--- config.mk ---
export PLATFORM = sky130hd
export DESIGN_NAME = vec_wb_stage
export DESIGN_NICKNAME = d
export VERILOG_FILES = /design/src/rtl/vec_wb_stage_pkg.sv /design/src/rtl/vec_result_fifo.sv /design/src/rtl/vec_wb_stage.sv
export SDC_FILE = /design/constraint.sdc
export NUM_CORES = 1
export LEC_CHECK = 0
export ABC_AREA = 1
export CAP_MARGIN = 40
export CORE_ASPECT_RATIO = 1.5
export CORE_MARGIN = 5
export CORE_UTILIZATION = 35
export CTS_CLUSTER_SIZE = 12
export DETAILED_ROUTE_END_ITERATION = 16
export PLACE_DENSITY = 0.56
export SYNTH_ARGS = -nofsm -noshare
export SYNTH_HDL_FRONTEND = slang
export SYNTH_SLANG_ARGS = --single-unit
--- constraint.sdc ---
create_clock -name clk -period 11.55 [get_ports clk]
set_input_delay 2.8875 -clock clk [delete_from_list [all_inputs] [get_ports clk]]
set_output_delay 2.8875 -clock clk [all_outputs]
set_load 0.05 [all_outputs]
--- src/rtl/vec_wb_stage_pkg.sv ---
// Shared definitions for the vector writeback stage: register address width
// and the writeback sequencer state encoding.
package vec_wb_stage_pkg;

    // Vector register file has 32 architectural registers.
    localparam int unsigned VREG_AW = 5;

    typedef enum logic {
        StIdle,
        StWrite
    } wb_state_e;

endpackage

--- src/rtl/vec_result_fifo.sv ---
// Small circular FIFO holding completed execute results awaiting writeback.
// Occupancy is registered so full/empty never depend on same-cycle push/pop.
module vec_result_fifo #(
    parameter int unsigned WIDTH = 8,
    parameter int unsigned DEPTH = 2
) (
    input  logic                       clk,
    input  logic                       rst_n,
    input  logic                       push,
    input  logic [WIDTH-1:0]           wdata,
    input  logic                       pop,
    output logic [WIDTH-1:0]           rdata,
    output logic                       full,
    output logic                       empty,
    output logic [$clog2(DEPTH+1)-1:0] count
);

    localparam int unsigned PTR_W = (DEPTH > 1) ? $clog2(DEPTH) : 1;
    localparam int unsigned CNT_W = $clog2(DEPTH + 1);

    logic [WIDTH-1:0] mem_q [DEPTH];
    logic [PTR_W-1:0] wr_ptr_q;
    logic [PTR_W-1:0] rd_ptr_q;
    logic [CNT_W-1:0] cnt_q;
    logic             do_push;
    logic             do_pop;

    // Pointers wrap explicitly so DEPTH need not be a power of two.
    function automatic logic [PTR_W-1:0] ptr_inc(input logic [PTR_W-1:0] p);
        return (p == PTR_W'(DEPTH - 1)) ? '0 : p + PTR_W'(1);
    endfunction

    assign full    = (cnt_q == CNT_W'(DEPTH));
    assign empty   = (cnt_q == '0);
    assign count   = cnt_q;
    assign do_push = push && !full;
    assign do_pop  = pop && !empty;
    assign rdata   = mem_q[rd_ptr_q];

    // Storage array; contents are meaningless while empty, so no reset.
    always_ff @(posedge clk) begin
        if (do_push) begin
            mem_q[wr_ptr_q] <= wdata;
        end
    end

    // Pointer and occupancy bookkeeping.
    always_ff @(posedge clk or negedge rst_n) begin
        if (!rst_n) begin
            wr_ptr_q <= '0;
            rd_ptr_q <= '0;
            cnt_q    <= '0;
        end else begin
            if (do_push) begin
                wr_ptr_q <= ptr_inc(wr_ptr_q);
            end
            if (do_pop) begin
                rd_ptr_q <= ptr_inc(rd_ptr_q);
            end
            case ({do_push, do_pop})
                2'b10:   cnt_q <= cnt_q + CNT_W'(1);
                2'b01:   cnt_q <= cnt_q - CNT_W'(1);
                default: cnt_q <= cnt_q;
            endcase
        end
    end

endmodule

--- src/rtl/vec_wb_stage.sv ---
// Vector writeback stage: buffers full-vector execute results and streams
// each one into the register file LANES elements per beat, then reports the
// completed destination register for scoreboard release.
module vec_wb_stage
    import vec_wb_stage_pkg::*;
#(
    parameter int unsigned VLEN   = 8,
    parameter int unsigned EWIDTH = 32,
    parameter int unsigned LANES  = 2,
    parameter int unsigned DEPTH  = 2,
    localparam int unsigned BEAT_W = (VLEN / LANES > 1) ? $clog2(VLEN / LANES) : 1
) (
    input  logic                      clk,
    input  logic                      rst_n,
    input  logic                      ex_done,
    input  logic [EWIDTH*VLEN-1:0]    ex_result,
    input  logic [VREG_AW-1:0]        ex_vd,
    output logic                      wb_full,
    output logic                      rf_we,
    input  logic                      rf_wready,
    output logic [VREG_AW-1:0]        rf_waddr,
    output logic [BEAT_W-1:0]         rf_wbeat,
    output logic [EWIDTH*LANES-1:0]   rf_wdata,
    output logic                      wb_done,
    output logic [VREG_AW-1:0]        wb_vd,
    output logic                      ovf_err
);

    localparam int unsigned BEATS   = VLEN / LANES;
    localparam int unsigned BEAT_DW = EWIDTH * LANES;
    localparam int unsigned VEC_W   = EWIDTH * VLEN;
    localparam int unsigned ENT_W   = VREG_AW + VEC_W;
    localparam int unsigned CNT_W   = $clog2(DEPTH + 1);

    wb_state_e          state_q;
    logic [BEAT_W-1:0]  beat_q;
    logic               wb_done_q;
    logic [VREG_AW-1:0] wb_vd_q;
    logic               ovf_err_q;

    logic               push;
    logic               pop;
    logic [ENT_W-1:0]   head;
    logic [VREG_AW-1:0] head_vd;
    logic [VEC_W-1:0]   head_data;
    logic               fifo_full;
    logic               fifo_empty;
    logic [CNT_W-1:0]   fifo_cnt;
    logic               accept;
    logic               last_beat;
    logic               more_after_pop;
    logic [BEAT_DW-1:0] beat_data;

    vec_result_fifo #(
        .WIDTH (ENT_W),
        .DEPTH (DEPTH)
    ) u_fifo (
        .clk   (clk),
        .rst_n (rst_n),
        .push  (push),
        .wdata ({ex_vd, ex_result}),
        .pop   (pop),
        .rdata (head),
        .full  (fifo_full),
        .empty (fifo_empty),
        .count (fifo_cnt)
    );

    assign head_vd   = head[ENT_W-1 -: VREG_AW];
    assign head_data = head[VEC_W-1:0];

    // Full is the registered occupancy, so a push is refused even when the
    // head pops on the same edge.
    assign push      = ex_done && !fifo_full;
    assign accept    = (state_q == StWrite) && rf_wready;
    assign last_beat = (beat_q == BEAT_W'(BEATS - 1));
    assign pop       = accept && last_beat;
    // Another vector is ready right after this pop: either already queued
    // behind the head or arriving on the same edge.
    assign more_after_pop = (fifo_cnt > CNT_W'(1)) || push;

    // Select the LANES-element slice of the head vector for the current beat.
    always_comb begin
        beat_data = '0;
        for (int unsigned i = 0; i < BEATS; i++) begin
            if (beat_q == BEAT_W'(i)) begin
                beat_data = head_data[i*BEAT_DW +: BEAT_DW];
            end
        end
    end

    // Writeback sequencer: beat counter, completion pulse and overflow flag.
    always_ff @(posedge clk or negedge rst_n) begin
        if (!rst_n) begin
            state_q   <= StIdle;
            beat_q    <= '0;
            wb_done_q <= 1'b0;
            wb_vd_q   <= '0;
            ovf_err_q <= 1'b0;
        end else begin
            wb_done_q <= 1'b0;
            if (ex_done && fifo_full) begin
                ovf_err_q <= 1'b1;
            end
            unique case (state_q)
                StIdle: begin
                    beat_q <= '0;
                    // Entering on the push edge gives beat 0 the very next cycle.
                    if (push || !fifo_empty) begin
                        state_q <= StWrite;
                    end
                end
                StWrite: begin
                    if (accept) begin
                        if (last_beat) begin
                            beat_q    <= '0;
                            wb_done_q <= 1'b1;
                            wb_vd_q   <= head_vd;
                            if (!more_after_pop) begin
                                state_q <= StIdle;
                            end
                        end else begin
                            beat_q <= beat_q + BEAT_W'(1);
                        end
                    end
                end
                default: begin
                    state_q <= StIdle;
                    beat_q  <= '0;
                end
            endcase
        end
    end

    // Beat outputs come straight from registered state; zeroed while idle.
    always_comb begin
        rf_we    = (state_q == StWrite);
        rf_waddr = rf_we ? head_vd : '0;
        rf_wbeat = rf_we ? beat_q : '0;
        rf_wdata = rf_we ? beat_data : '0;
    end

    assign wb_full = fifo_full;
    assign wb_done = wb_done_q;
    assign wb_vd   = wb_vd_q;
    assign ovf_err = ovf_err_q;

endmodule

==> summary.md <==
| Metric | Value |
|---|---|
| Synth area leader | `edfxtp_1` |
| Initial drt markers | `1071` |
| Top cells by count, synth | `670 x nand2_1, 522 x edfxtp_1, 320 x nand3_1, 273 x inv_1, 67 x buf_2` |
| Final core occ | `0.447` |
| Die height | `319 um` |
| Worst slew pin tran | `981 ps` |
| DR top layer | `met5` |
| Vias | `15.2k` |
| Cell Area, Placed | `26700 um2` |
| Final Non-Filler Cells | `3178` |
| RSZ-0062 raised after global routing | `no` |
| CTS Buf Count | `54` |
| Filler cell count in the final layout | `5783` |
| Routed WL | `62.4 mm` |
| Dpl ws | `a little over 5000 ps` |
| R2r worst-path depth | `7` |
| Syn Inst Count | `2003` |
| Endpoints failing setup | `0` |
| NumNets Final | `about 2.6k` |
| Initial Util | `0.352` |
| Clock share of power | `0.204` |
| Flop pwr share | `0.356` |
| Maximum vdd drop | `approximately 0.32 mV` |
| Post-route DRC violation count | `0` |
| Hold Path Sink | `ovf_err` |
| Vias in the first global route | `around 15k` |
| DR WL/cell | `19.6 um` |
| Largest net degree at the start of global routing | `around 150` |
| Via density | `4.78` |
| Row count | `113` |
| Sw frac | `0.418` |
| Worst setup path startpoint | `u_fifo.rd_ptr_q` |
| Most common cell in the netlist | `nand2_1` |
| R2R Path End | `u_fifo.mem_q[1][29]` |
| Crit path max fanout | `86` |
| Hold Buf Count CTS | `0` |
| Die Wd | `216 um` |
| Worst hold path type | `reg2reg` |
| Antenna viol nets, final | `0` |
| Post-layout min period | `7050 ps` |
| H-tree depth | `2` |
| Internal power | `approximately 4.6 mW` |
| Post-synth top area share | `0.705` |
| Comb power frac | `0.440` |
| Total track usage | `0.176` |
| Port buffer count | `344` |
| Top_reg_cell synth | `edfxtp_1` |
| Worst setup margin | `4500 ps` |
| Hold path depth | `1` |
| Clk slew on worst S/H paths | `around 60 ps` |
| Die ar. | `around 70000 um2` |
| First-pass DRT Iterations | `5` |
| Max cap viols | `0` |
| Routed wl met2 | `33.1 mm` |
| Post-Place Cells | `3078` |
| RR Startpoint | `u_fifo.count[0]` |
| Grt ovf | `0` |
| TritonCTS sink count | `between 500 and 600` |
| Final Hold Vio Count | `0` |
| Post-synth EDFFs | `between 500 and 600` |
| Synth unique cells | `21` |
| Leak Pwr | `11.4 nW` |
| Crit. End Element | `output pin` |
| CP Class | `reg2out` |
| YS warnings | `0` |
| Met3 WL | `3.22 mm` |
| Area contributors post-synth | `edfxtp_1 71%, nand2_1 11%, nand3_1 7.2%` |
| Initial antenna violation count | `16` |
| Register Area | `~16000 um2` |
| Period utilization | `0.611` |
| Wl on met1 | `between 20 and 25 mm` |
| Root buf cell | `clkbuf_16` |
| Post-route design area | `28300 um2` |
| Ys async rst share | `0.0261` |
| R2r setup slk | `8150 ps` |
| Max Root-Sink Buffers | `3` |
| #FFs+latches synth | `536` |
| Pwr dens | `between 200 and 300 nW/um2` |
| Final slew viol count | `0` |
| Total power | `between 7 and 8 mW` |
| Post-Synthesis Net Count | `about 2.3k` |
| Worst slew margin | `0.346` |
| Gp weighted congestion | `slightly below 0.8` |
| Critical Path AT | `4160 ps` |
| Per-instance average area after synthesis | `11.1 um2` |
| Psw | `around 3.3 mW` |
| First-pass GRT wire length | `around 94 mm` |
| Syn Std Cell Area | `22200 um2` |
| Clock latency on the worst-skew pair | `610 ps` |
| Top-Level Pins | `345` |
| Post-CTS sizing | `0` |
| Setup Skew | `21.9 ps` |
| Post-CTS Repair Setup Buffers | `0` |
| Worst path required time | `8660 ps` |
| Core Area | `63200 um2` |
| CTS tree | `done` |
| Multi-input gate area | `4730 um2` |
| Layout cells sized above 1 | `0.0449` |
| Setup crit start kind | `flip-flop` |
| Area growth from synthesis to layout | `27.2%` |
| Status | `finished clean` |
| Max Clk Rate | `142 MHz` |
| Sequential area share after synthesis | `0.721` |
| Detailed Place HPWL | `40.9 mm` |
| Hold wc startpoint | `ovf_err` |
==> state kept, by name (all words and copies together), names as in the netlist <==
register and count:
beat_q 2, ovf_err 1, rf_we 1, u_fifo.count 2, u_fifo.mem_q 522, u_fifo.rd_ptr_q 1, u_fifo.wr_ptr_q 1, wb_done 1
wb_vd 5
==> critical path: stages, from the launching register on <==
cell	delay, ps
dfrtp_4	660
buf_16	260
inv_8	430
buf_4	580
buf_12	300
nand2_1	90
nand3_1	80
nand2_1	70
a21oi_1	130
clkdlybuf4s50_1	850
==> cell usage in the layout, fill, tap and decap left out, types with 3 or more instances in the layout <==
master / n
ha_4: 3
nand2_1: 670
edfxtp_1: 522
clkinv_2: 4
o21ai_1: 5
o21ai_0: 4
a21oi_1: 64
nor2_4: 3
diode_2: 12
buf_12: 8
inv_6: 3
clkdlybuf4s50_1: 344
buf_4: 17
nand3_1: 320
clkinv_1: 9
dfrtp_1: 12
nor2_1: 7
ha_1: 5
clkbuf_16: 54
buf_16: 5
clkbuf_1: 15
inv_1: 273
==> logic make-up (layout without fill, tap and decap cells) <==
kind of cell	count (synthesis)	after routing	share of synthesized area
simple gates	1001	1001	0.188
flops	536	536	0.721
buf+inv	380	738	0.0686
compound gates	74	74	0.0168
fa+ha+maj	8	8	0.00450
xor+xnor	4	4	0.00158
other cells	0	12	0
==> power groups by stage <==
stage	logic (mW)	clock network, mW	registers (mW)
after CTS	3.51	1.66	2.79
after global placement	3.36	0	2.85
after global routing	3.73	1.73	2.82
after floorplan	2.22	0	3.01
final	3.45	1.60	2.79
after detailed placement	3.50	0	2.83
==> worst max-delay path by stage <==
stage | to | slack (ps) | depth (start not counted)
floorplan | u_fifo.mem_q[0][0] | -3160 | 2
global placement | rf_wdata[31] | 4820 | 7
detailed placement | rf_wdata[24] | 5080 | 9
CTS | rf_wdata[24] | 4390 | 9
global route | rf_wdata[17] | 4260 | 9
finish | rf_wdata[21] | 4500 | 9
==> layer usage <==
| metal | vias up | global-route usage |
|---|---|---|
| li1 | 7280 | - |
| met1 | 7395 | 0.204 |
| met2 | 405 | 0.321 |
| met3 | 104 | 0.0363 |
| met4 | 6 | 0.0655 |
| met5 | - | 0 |
==> final cells by class <==
cell class	count	share of cell area
antenna	12	0.00106
clock buffer	71	0.0508
clock inverter	17	0.00429
inverter	276	0.0370
multi-input combinational	1087	0.167
sequential	536	0.567
tap	805	0.0356
timing repair buffer	374	0.137
==> stage by stage <==
| stage | TNS, ps | hold slack (ps) |
|---|---|---|
| 2_1_floorplan | -1651240 | 473 |
| 3_5_place_dp | 0 | 447 |
| 4_1_cts | 0 | 461 |
| 6_report | 0 | 454 |
| 5_1_grt | 0 | 485 |
| 3_3_place_gp | 0 | 438 |
Note: power is estimated with default switching activity, not from simulation.
